[config.mk]
export PLATFORM = sky130hd
export DESIGN_NAME = input_conditioner
export DESIGN_NICKNAME = d
export VERILOG_FILES = /design/src/rtl/input_conditioner.sv
export SDC_FILE = /design/constraint.sdc
export NUM_CORES = 1
export LEC_CHECK = 0
export CAP_MARGIN = 20
export CORE_ASPECT_RATIO = 1.25
export CORE_MARGIN = 2
export CORE_UTILIZATION = 35
export DETAILED_ROUTE_END_ITERATION = 6
export SKIP_CTS_REPAIR_TIMING = 1
export SLEW_MARGIN = 40
export SYNTH_ARGS = -nofsm -noshare
export SYNTH_HDL_FRONTEND = slang
export SYNTH_SLANG_ARGS = --single-unit
[constraint.sdc]
create_clock -name Clk -period 1.5 [get_ports Clk]
set_input_delay 0.375 -clock Clk [delete_from_list [all_inputs] [get_ports Clk]]
set_output_delay 0.375 -clock Clk [all_outputs]
set_load 0.05 [all_outputs]
[src/rtl/input_conditioner.sv]
// input_conditioner: front end between the board switches/push-buttons and the
// bit-serial core. It synchronizes all raw inputs, debounces the three buttons,
// turns each debounced press into a one-cycle pulse, and wraps Execute presses
// in a request/acknowledge handshake toward the control unit.
// Optional feature macro: INPUT_COND_DIN_SNAPSHOT_EN. When it is defined, Din is
// captured on each LoadA/LoadB pulse and held. Otherwise Din follows the switches.
module input_conditioner #(
  parameter int unsigned DEBOUNCE_CYCLES = 2
) (
  input  logic       Clk,
  input  logic       Reset,
  input  logic       LoadA_raw,
  input  logic       LoadB_raw,
  input  logic       Execute_raw,
  input  logic [3:0] Din_raw,
  input  logic [2:0] F_raw,
  input  logic [1:0] R_raw,
  input  logic       Exec_ack,
  output logic       LoadA,
  output logic       LoadB,
  output logic [3:0] Din,
  output logic [2:0] F,
  output logic [1:0] R,
  output logic       Exec_req,
  output logic [2:0] Btn_level
);

  // Last count value before the debounced level is allowed to flip.
  localparam logic [7:0] CNT_LAST = 8'(DEBOUNCE_CYCLES - 1);

  typedef enum logic {
    IDLE = 1'b0,
    PEND = 1'b1
  } execState_t;

  // Button bit order everywhere is {Execute, LoadB, LoadA}.
  logic [2:0] r_btnS1;
  logic [2:0] r_btnS2;
  logic [3:0] r_dinS1;
  logic [3:0] r_dinS2;
  logic [2:0] r_fS1;
  logic [2:0] r_fS2;
  logic [1:0] r_rS1;
  logic [1:0] r_rS2;

  logic [7:0] r_cnt [3];
  logic [2:0] r_deb;
  logic [2:0] r_pulse;

  logic [2:0] r_fHold;
  logic [1:0] r_rHold;

  execState_t r_state;
  logic       r_execReq;

  logic [2:0] w_flip;
  logic [2:0] w_rise;

  // Two-flop synchronizers for every asynchronous board input.
  always_ff @(posedge Clk or negedge Reset) begin
    if (!Reset) begin
      r_btnS1 <= '0;
      r_btnS2 <= '0;
      r_dinS1 <= '0;
      r_dinS2 <= '0;
      r_fS1   <= '0;
      r_fS2   <= '0;
      r_rS1   <= '0;
      r_rS2   <= '0;
    end else begin
      r_btnS1 <= {Execute_raw, LoadB_raw, LoadA_raw};
      r_btnS2 <= r_btnS1;
      r_dinS1 <= Din_raw;
      r_dinS2 <= r_dinS1;
      r_fS1   <= F_raw;
      r_fS2   <= r_fS1;
      r_rS1   <= R_raw;
      r_rS2   <= r_rS1;
    end
  end

  // Flip and rising-flip conditions: the debounced level changes this edge.
  always_comb begin
    w_flip = '0;
    for (int i = 0; i < 3; i++) begin
      w_flip[i] = (r_btnS2[i] != r_deb[i]) && (r_cnt[i] == CNT_LAST);
    end
    w_rise = w_flip & r_btnS2;
  end

  // Debounce counters and levels; press pulse registered alongside the 0->1 flip.
  always_ff @(posedge Clk or negedge Reset) begin
    if (!Reset) begin
      for (int i = 0; i < 3; i++) begin
        r_cnt[i] <= '0;
      end
      r_deb   <= '0;
      r_pulse <= '0;
    end else begin
      for (int i = 0; i < 3; i++) begin
        if (r_btnS2[i] == r_deb[i]) begin
          r_cnt[i] <= '0;
        end else if (w_flip[i]) begin
          r_deb[i] <= r_btnS2[i];
          r_cnt[i] <= '0;
        end else begin
          r_cnt[i] <= r_cnt[i] + 8'd1;
        end
      end
      r_pulse <= w_rise;
    end
  end

  // Execute handshake: a press raises the request, an ack clears it; presses while pending are dropped.
  always_ff @(posedge Clk or negedge Reset) begin
    if (!Reset) begin
      r_state   <= IDLE;
      r_execReq <= 1'b0;
    end else begin
      case (r_state)
        IDLE: begin
          if (w_rise[2]) begin
            r_state   <= PEND;
            r_execReq <= 1'b1;
          end
        end
        PEND: begin
          if (Exec_ack) begin
            r_state   <= IDLE;
            r_execReq <= 1'b0;
          end
        end
      endcase
    end
  end

  // Track F/R while idle so the values seen when the request rises stay frozen while pending.
  always_ff @(posedge Clk or negedge Reset) begin
    if (!Reset) begin
      r_fHold <= '0;
      r_rHold <= '0;
    end else if (r_state == IDLE) begin
      r_fHold <= r_fS2;
      r_rHold <= r_rS2;
    end
  end

`ifdef INPUT_COND_DIN_SNAPSHOT_EN
  logic [3:0] r_dinSnap;

  // Capture the data switches on the same edge a LoadA/LoadB pulse is raised.
  always_ff @(posedge Clk or negedge Reset) begin
    if (!Reset) begin
      r_dinSnap <= '0;
    end else if (w_rise[0] || w_rise[1]) begin
      r_dinSnap <= r_dinS2;
    end
  end

  assign Din = r_dinSnap;
`else
  assign Din = r_dinS2;
`endif

  assign LoadA     = r_pulse[0];
  assign LoadB     = r_pulse[1];
  assign Exec_req  = r_execReq;
  assign Btn_level = r_deb;
  assign F         = r_execReq ? r_fHold : r_fS2;
  assign R         = r_execReq ? r_rHold : r_rS2;

endmodule

# Yosys cells after proc, flatten, opt, wreduce, memory -nomap -nowiden
# Index checks and enable logic that the tools add are counted.
[totals]
register_bits = 60
inputBits = 15
elab_cells = 59
[op_classes]
add_sub_neg = 3
eq_ne = 11
muxes = 14
bitwise = 5
n_reduce_logical = 7
[ops]
columns = ["cell", "n"]
rows = [
  ["$mux 8", 6],
  ["$add 8x1->8 const B", 3],
  ["$eq 8x1->1 const B", 3],
  ["$reduce_and 2->1", 4],
  ["$mux 1", 4],
  ["$ne 2x2->1 const B", 2],
  ["$not 1->1", 4],
  ["$pmux 1 s2", 2],
  ["$and 3x3->3", 1],
  ["$eq 1x1->1", 3],
  ["$logic_and 1x1->1", 3],
  ["$mux 3", 1],
  ["$ne 1x1->1", 3],
  ["$mux 2", 1],
]

# Depth between registers and ports, before layout
[depth]
word_depth = 5
mapped_depth = 5
ltp_nobuf = 5

# Worst setup path before layout
# No wires, ideal clock.
[synth_timing]
kind = "register to output"
start = "register r_execReq (netlist: Exec_req)"
end = "output F[0]"
t_arrival_ps = 1359
required_time_ps = 1125
slack_ps = -234
path_stages_with_launch = 3
path_cell_list = "dfrtp_1 clkbuf_1 mux2_2"
[synth_between]
elab_chain_cells = 1
[synth_lines]
columns = ["element", "line", "rtl"]
rows = [
  ["start, declared", "54", "logic r_execReq;"],
  ["start signal, assigned", "118", "r_execReq <= 1'b0;"],
  ["start signal, assigned", "124", "r_execReq <= 1'b1;"],
  ["start signal, assigned", "130", "r_execReq <= 1'b0;"],
  ["$mux 3", "169", "assign F = r_execReq ? r_fHold : r_fS2;"],
  ["end, declared", "22", "output logic [2:0] F,"],
]
# Every way passes these cells.

# Worst setup path in the final report
[layout_timing]
start = "register r_execReq (netlist: Exec_req)"
end = "output R[0]"
[layout_between]
elab_chain_cells = 1
[layout_lines]
columns = ["element", "line", "rtl"]
rows = [
  ["$mux 2", "170", "assign R = r_execReq ? r_rHold : r_rS2;"],
  ["end, declared", "23", "output logic [1:0] R,"],
]
# Every way passes these cells.

==> results list <==
* Status: finished, violations left
* Violated checks: negative setup slack
- 1st-iter DRT viols: 37
- Combinational cell fraction of total power: roughly a third
- Summing all flip-flop and latch instances after layout gives around 1500 sq um.
* Weighted congestion at the end of routability-driven global placement: about 0.73
* Max_slew headroom: between 70% and 80%
* Final number of setup-violating endpoints: 6
* Worst Hold Slack: between 0.3 and 0.4 ns
- Synthesis handed over a netlist of about 180 instances.
- Post-synthesis area per instance: ~13 sq um
- From left edge to right edge, the die measures 76.3 um.
* Synthesized Nets: 198
- The slowest stage of the critical path belongs to the cell sky130_fd_sc_hd__dfrtp_2.
- After detailed routing, the number of remaining DRC violations is 0.
* CP Max Fanout: 7
- Summed over all nets, the switching power comes to 0.00181 W.
- Final hold vios: 0
* Footprint of the multi-input gates: between 700 and 800 sq um
- The floorplan step set the die height to about 94 um.
* Clock power share: between 20 and 30%
* Synthesized cell area: between 2000 and 2500 sq um
- Type of element launching the critical path: flop
* Net Sw Frac: about a third
- Die Footprint: ~7200 sq um
- Boundary pin count: 30
- Leakage dissipation: around 1.3 nW
- The count of buffers added on input and output ports is 29.
- The clock tree synthesis step divided the H-tree into 3 levels.
- Power density over cell area: 1770 nW/um^2
- Core area: around 6200 sq um
- In the synthesized netlist the dominant register cell turns out to be sky130_fd_sc_hd__dfrtp_1.
- Slew at the pin closest to its max-slew limit: around 0.42 ns
- Cell accounting for the most synthesized area: sky130_fd_sc_hd__dfrtp_1
- Clk_lat worst skew: roughly 0.33 ns
- ANT nets after route: 0
- Layout cell share with drive strength beyond 1: 24.8%
- Arrival @ worst endpoint: ~1.3 ns
* Final net count: 242
- Final Cycle Share: 112%
- TritonCTS built the clock tree.
- Fraction of registers with async set or reset after synthesis: 100%
- The total overflow left after global routing is 0.
* Area contributors post-synth: sky130_fd_sc_hd__dfrtp_1 66%, sky130_fd_sc_hd__mux2_2 5.9%, sky130_fd_sc_hd__ha_1 3.3%, sky130_fd_sc_hd__nor2_1 2.6%, sky130_fd_sc_hd__or3_1 2.5%
* Max-cap viol count: 0
* Mean number of vias per cell: approximately 4.6
* Maximum buffer depth of the clock tree: 2
- Delay of the slowest critical-path stage: just under 0.5 ns
* Layout overhead on the synthesized area: 36.4%
* Overall via count from detail_route: between 1000 and 1500
* Total routed wirelength: between 3 and 4 mm
- Slack of the critical path: -0.187 ns
- Cells along the critical path: mux2_4 -> buf_12
* Setup_tns: -0.920 ns
* Area share of the leading cell type in the synthesized netlist: between 60% and 70%
* Total count of max-transition violations in the final report: 0
- Synth top cells by count: 60 x sky130_fd_sc_hd__dfrtp_1, 16 x sky130_fd_sc_hd__nor2_1, 12 x sky130_fd_sc_hd__mux2_2, 12 x sky130_fd_sc_hd__nand2_1, 10 x sky130_fd_sc_hd__o21ai_0
- Detailed placement finished with a half-perimeter wire length of roughly 2.8 mm.
- STA puts the critical path data required time at 1.12 ns.
- The worst hold path belongs to the class reg -> reg.
- The first TritonRoute pass finished after 4 iterations.
- Entering global routing, the biggest net connects 26 pins.
* Top achievable clock speed: 0.593 GHz
- IR analysis of the VDD net gives a maximum drop of 0.00101 V.
- After clock tree synthesis, the clock-pin slew on the worst setup and hold paths is around 0.07 ns.
* Initial Util: around 37%
- Fill cells in the final layout number 559.
* Seq cells post-synth: 60
- Clock tree synthesis found a total of 60 sinks.
* Synth warnings: 0
- The floorplan has 32 rows.
- Among all cell types in the netlist, the one instantiated most often is sky130_fd_sc_hd__dfrtp_1.
- Clock skew on the completed layout was measured at 0.00377 ns.
- First-pass GRT wire length: roughly 6.8 mm
- The netlist uses 21 different library cells.
- Routed wirelength normalized by instance count: roughly 13 um
- Root Driver: sky130_fd_sc_hd__clkbuf_8
* Global-route total usage across every layer: approximately an eighth
- Initial antenna violation count: 0
* Share of the yosys chip area belonging to registers: about two thirds
- The internal power of the cells totals roughly 0.0037 W.
- Ant. Diodes: 0
* Critical Path Sink Type: output pin
- The critical path is of the reg -> out type.
* Number of buffers added by the clock tree synthesis step: 9
* Number of enable-type register cells in the synthesized netlist: 0
- The via count of the first global-routing pass is 1476.
- The worst path in the final design needs a cycle of 1.69 ns, including I/O delays and setup.
* Setup repair after global routing missed its margin: true
* Portion of total power attributed to sequential cells: between 30% and 40%
## power by group through the flow
stage | sequential [W] | clock, W | combinational [W]
5_1_grt | 0.00216 | 0.00169 | 0.00196
2_1_floorplan | 0.00228 | 0 | 0.000859
6_report | 0.00212 | 0.00157 | 0.00182
3_5_place_dp | 0.00215 | 0 | 0.00178
4_1_cts | 0.00212 | 0.00161 | 0.00178
3_3_place_gp | 0.00214 | 0 | 0.00176
## layer usage
layer | wire length [um] | track usage, % | up-vias
li1 | - | - | 699
met1 | 1790 | 14.4 | 690
met2 | 1890 | 19.7 | 25
met3 | 131 | 4.49 | 8
met4 | 100 | 8.03 | 0
met5 | 0 | 0 | -
## worst max-delay path, delay by kind of cell, from the launching register on
family	cells	cell delay [ns]
flops	1	0.49
mux	1	0.34
buf+inv	1	0.15
## layout make-up
| class | instances | area share, % |
|---|---|---|
| clock buffer | 10 | 4.08 |
| clock inverter | 6 | 2.84 |
| inverter | 4 | 0.481 |
| multi-input combinational | 111 | 25.1 |
| sequential | 60 | 48.1 |
| tap | 85 | 3.40 |
| timing repair buffer | 35 | 16.0 |
## final timing paths
path	to	slack [ns]	startpoint	depth (start not counted)
setup reg to reg	Btn_level[2]	0.10	r_cnt[1]	5
hold / removal	r_fS2[2]	0.35	r_fS1[2]	0
hold reg to reg	r_fS2[2]	0.35	r_fS1[2]	0
max in group asynchronous	r_cnt[10]	0.53	Reset	3
setup / recovery	R[0]	-0.19	Exec_req	2
min in group asynchronous	Din[1]	0.50	Reset	2
## flip-flops by register name, indices dropped and copies added (netlist names), 3 cells and up
name / cells
r_fHold: 3
Din: 4
r_dinS1: 4
r_fS2: 3
r_cnt: 24
r_btnS2: 3
r_fS1: 3
r_btnS1: 3
Btn_level: 3
## cells by family (layout without fill, tap and decap cells)
group / after synthesis / after routing / synth area share (%)
buffers and inverters: 6 / 55 / 0.984
muxes: 13 / 13 / 6.56
adders and majority gates: 6 / 6 / 3.28
and+or+nand+nor: 58 / 58 / 13.8
DFF: 60 / 60 / 65.6
AOI/OAI and AO/OA: 22 / 22 / 5.19
xor gates and xnor gates: 12 / 12 / 4.59
## cell usage in the layout, fill, tap and decap left out, drive strengths merged
| cell | n |
|---|---|
| nand2 | 12 |
| ha | 6 |
| inv | 4 |
| nor2 | 16 |
| clkinvlp | 2 |
| mux2 | 13 |
| nand4 | 4 |
| nor3b | 2 |
| a21o | 3 |
| clkbuf | 10 |
| nand3 | 9 |
| o21ai | 10 |
| xnor2 | 6 |
| nor3 | 3 |
| xor2 | 6 |
| clkinv | 2 |
| clkdlybuf4s50 | 13 |
| dfrtp | 60 |
| bufinv | 2 |
| a21oi | 9 |
| or3 | 9 |
| nor4b | 3 |
| dlygate4sd3 | 1 |
| buf | 21 |
## stage by stage
stage | instances | total power, W | util, % | cell area, sq um | worst slack, ns
floorplan | 177 | 0.00314 | - | 2300 | -0.0650
global placement | 293 | 0.00390 | 46.0 | 2870 | 0.124
detailed placement | 293 | 0.00393 | 46.0 | 2870 | 0.113
CTS | 309 | 0.00552 | 49.4 | 3090 | -0.257
global route | 311 | 0.00581 | 50.0 | 3120 | -0.228
finish | 311 | 0.00552 | 50.0 | 3120 | -0.187
No activity file was read; power rests on OpenSTA's default activity.
==> edit (same settings) <==
`r_dinS1` and `r_dinS2` no longer have a reset.
--- a/src/rtl/input_conditioner.sv
+++ b/src/rtl/input_conditioner.sv
@@ -61,8 +61,6 @@
     if (!Reset) begin
       r_btnS1 <= '0;
       r_btnS2 <= '0;
-      r_dinS1 <= '0;
-      r_dinS2 <= '0;
       r_fS1   <= '0;
       r_fS2   <= '0;
       r_rS1   <= '0;
@@ -70,13 +68,16 @@
     end else begin
       r_btnS1 <= {Execute_raw, LoadB_raw, LoadA_raw};
       r_btnS2 <= r_btnS1;
-      r_dinS1 <= Din_raw;
-      r_dinS2 <= r_dinS1;
       r_fS1   <= F_raw;
       r_fS2   <= r_fS1;
       r_rS1   <= R_raw;
       r_rS2   <= r_rS1;
     end
+  end
+
+  always_ff @(posedge Clk) begin
+    r_dinS1 <= Din_raw;
+    r_dinS2 <= r_dinS1;
   end
 
   // Flip and rising-flip conditions: the debounced level changes this edge.
Function: changed (a bounded check fails within 4 cycles, from zero or initial values and one cycle with Reset low).
==> edit against the original RTL <==
  * The run still ends with negative setup slack left
  * Worst hold slack got worse by 330 ps
  * Die area fell by 1.7%
  * Count of clock-buffer cells in the layout fell by 1
  * Cell area fell by 0.16%
  * Area after synthesis fell by 1.7%
  * Sequential cell count did not move
  * Total power barely moved
  * Worst setup slack got worse by 4.9 ps
  * Via count rose by 0.91%
  * Routed wire length fell by 2.2%
  * Critical endpoint is now F[2]
  * Highest routed layer unchanged
==> edit: results (changes against the original RTL) <==
Route
  • M1 WL: 1720 um (was 1788 um)
  • Final wirelength: 3829 um (was 3914 um)
  • Routed wl met3: 139 um (was 131 um)
  • First-pass detailed-route iteration total: 3 (was 4)
  • DR WL met2: 1892 um (was 1893 um)

Synth
  • Synthesized-area fraction occupied by adder cells: 0.03337 (was 0.03279)
  • Mux cell area share after synthesis: 0.06007 (was 0.06557)
  • Distinct cells, synth: 23 (was 21)
  • Area fraction in compound gates after synthesis: 0.05840 (was 0.05191)
  • Share of the synthesized netlist area taken by xor and xnor gates: 0.04672 (was 0.04590)
  • Async set-reset flop share out of synthesis: 0.8667 (was 1.000)
  • Gate Count Post-Synth: 181 (was 177)
  • Top post-synthesis cells by area: sky130_fd_sc_hd__dfrtp_1, sky130_fd_sc_hd__dfxtp_1, sky130_fd_sc_hd__mux2_2, sky130_fd_sc_hd__ha_1, sky130_fd_sc_hd__xor2_1 (was sky130_fd_sc_hd__dfrtp_1, sky130_fd_sc_hd__mux2_2, sky130_fd_sc_hd__ha_1, sky130_fd_sc_hd__nor2_1, sky130_fd_sc_hd__or3_1)
  • Commonest cells in the netlist: sky130_fd_sc_hd__dfrtp_1, sky130_fd_sc_hd__nor2_1, sky130_fd_sc_hd__mux2_2, sky130_fd_sc_hd__nand2_1, sky130_fd_sc_hd__o21ai_0 (unchanged)

Placement
  • Placer congestion estimate: 0.7585 (was 0.7271)
  • Placed Cells incl. Taps: 300 (was 293)
  • Final HPWL from detailed placement: 2522 um (was 2790 um)
  • Area of placed instances: 2844 um^2 (was 2872 um^2)
  • Post-placement setup slack: -41.69 ps (was 113.3 ps)

Power
  • IR Drop Worst-Case VDD: 1090 uV (was 1007 uV)

Worst setup path
  • Data arrival, critical path: approximately 1300 ps
  • Minimum setup slack among reg-to-reg paths: -50 ps (was 100 ps)
  • Largest stage delay, worst path: 490 ps (about the same)
  • Top Family by Delay on Critical Path: flip-flops (unchanged)

Final layout
  • Count of inserted antenna diode cells: 0 (unchanged)
  • Ratio of cells with drive above 1 in the final layout: 0.2845 (was 0.2478)
  • Post-layout nets: 248 (was 242)
  • Number of standard cells in the layout, taps in and fillers out: 317 (was 311)

GRT
  • First-pass GRT wire length: 6617 um (was 6768 um)
  • Aggregate global-route resource usage: 0.1279 (was 0.1244)
  • Number of global-route vias before repair: 1496 (was 1476)
  • Largest net degree at the start of global routing: 53 (was 26)

Clock tree
  • Clk Latency, worst-skew pair: about 340 ps
  • CTS buffer count: 9 (unchanged)

Timing
  • Worst relative slew slack: 0.7271 (was 0.7190)
  • Smallest hold slack: 17.75 ps (was 348.1 ps)
  • Clock Skews: 10.40 ps (was 3.773 ps)
  • Final setup margin: -191.9 ps (was -187.0 ps)
  • Setup-violating endpoint count in the final report: 14 (was 6)

Worst hold path
  • Hold/Removal Path Class: primary input to async pin (was flip-flop to flip-flop)

Run status
  • Violations in the final reports: negative setup slack (unchanged)
  • Run status: complete, but fails checks (unchanged)
[edit: cell count changes after synthesis, moves of 2 or more]
cell / change
sky130_fd_sc_hd__nor4b_2: -3
sky130_fd_sc_hd__dfrtp_1: -8
sky130_fd_sc_hd__dfxtp_1: +8
sky130_fd_sc_hd__nand3_2: -2
sky130_fd_sc_hd__nor4b_1: +3
sky130_fd_sc_hd__nand3_1: +3
[edit: where the power goes]
part | switching (uW) | internal [uW] | leakage (uW)
logic | 979 | 1000 | 0.000512
registers | 258 | 1850 | 0.000730
clock network | 659 | 773 | 0.0000958
total | 1900 | 3620 | 0.00134
[edit: area by class of cell]
type	count	area [um^2]
timing repair buffer	38	506.7
fill	534	3087
inverter	4	15.01
clock inverter	7	76.32
sequential	60	1463
clock buffer	9	123.9
multi-input combinational	114	828.3
tap	85	106.4
[edit: per-stage QoR]
| stage | total power [uW] | setup TNS [ps] |
|---|---|---|
| 5_1_grt | 5823 | -1965 |
| 6_report | 5520 | -1222 |
| 4_1_cts | 5447 | -1628 |
| 3_3_place_gp | 3954 | 0 |
| 3_5_place_dp | 3979 | -276.2 |
| 2_1_floorplan | 3155 | -260.1 |
[edit: final timing paths]
path | start | endpoint | cells past startpoint
max in group asynchronous | Reset | Exec_req | 2
hold / removal | Reset | r_cnt[23] | 2
hold reg to reg | r_dinS1[0] | Din[0] | 0
setup reg to reg | r_cnt[1] | r_cnt[4] | 5
setup / recovery | Exec_req | F[2] | 2
min in group Clk | r_dinS1[0] | Din[0] | 0
[edit: metal layers]
| layer | vias to the layer above | track usage |
|---|---|---|
| li1 | 718 | - |
| met1 | 684 | 0.1472 |
| met2 | 26 | 0.2000 |
| met3 | 7 | 0.04634 |
| met4 | 0 | 0.07456 |
| met5 | - | 0 |
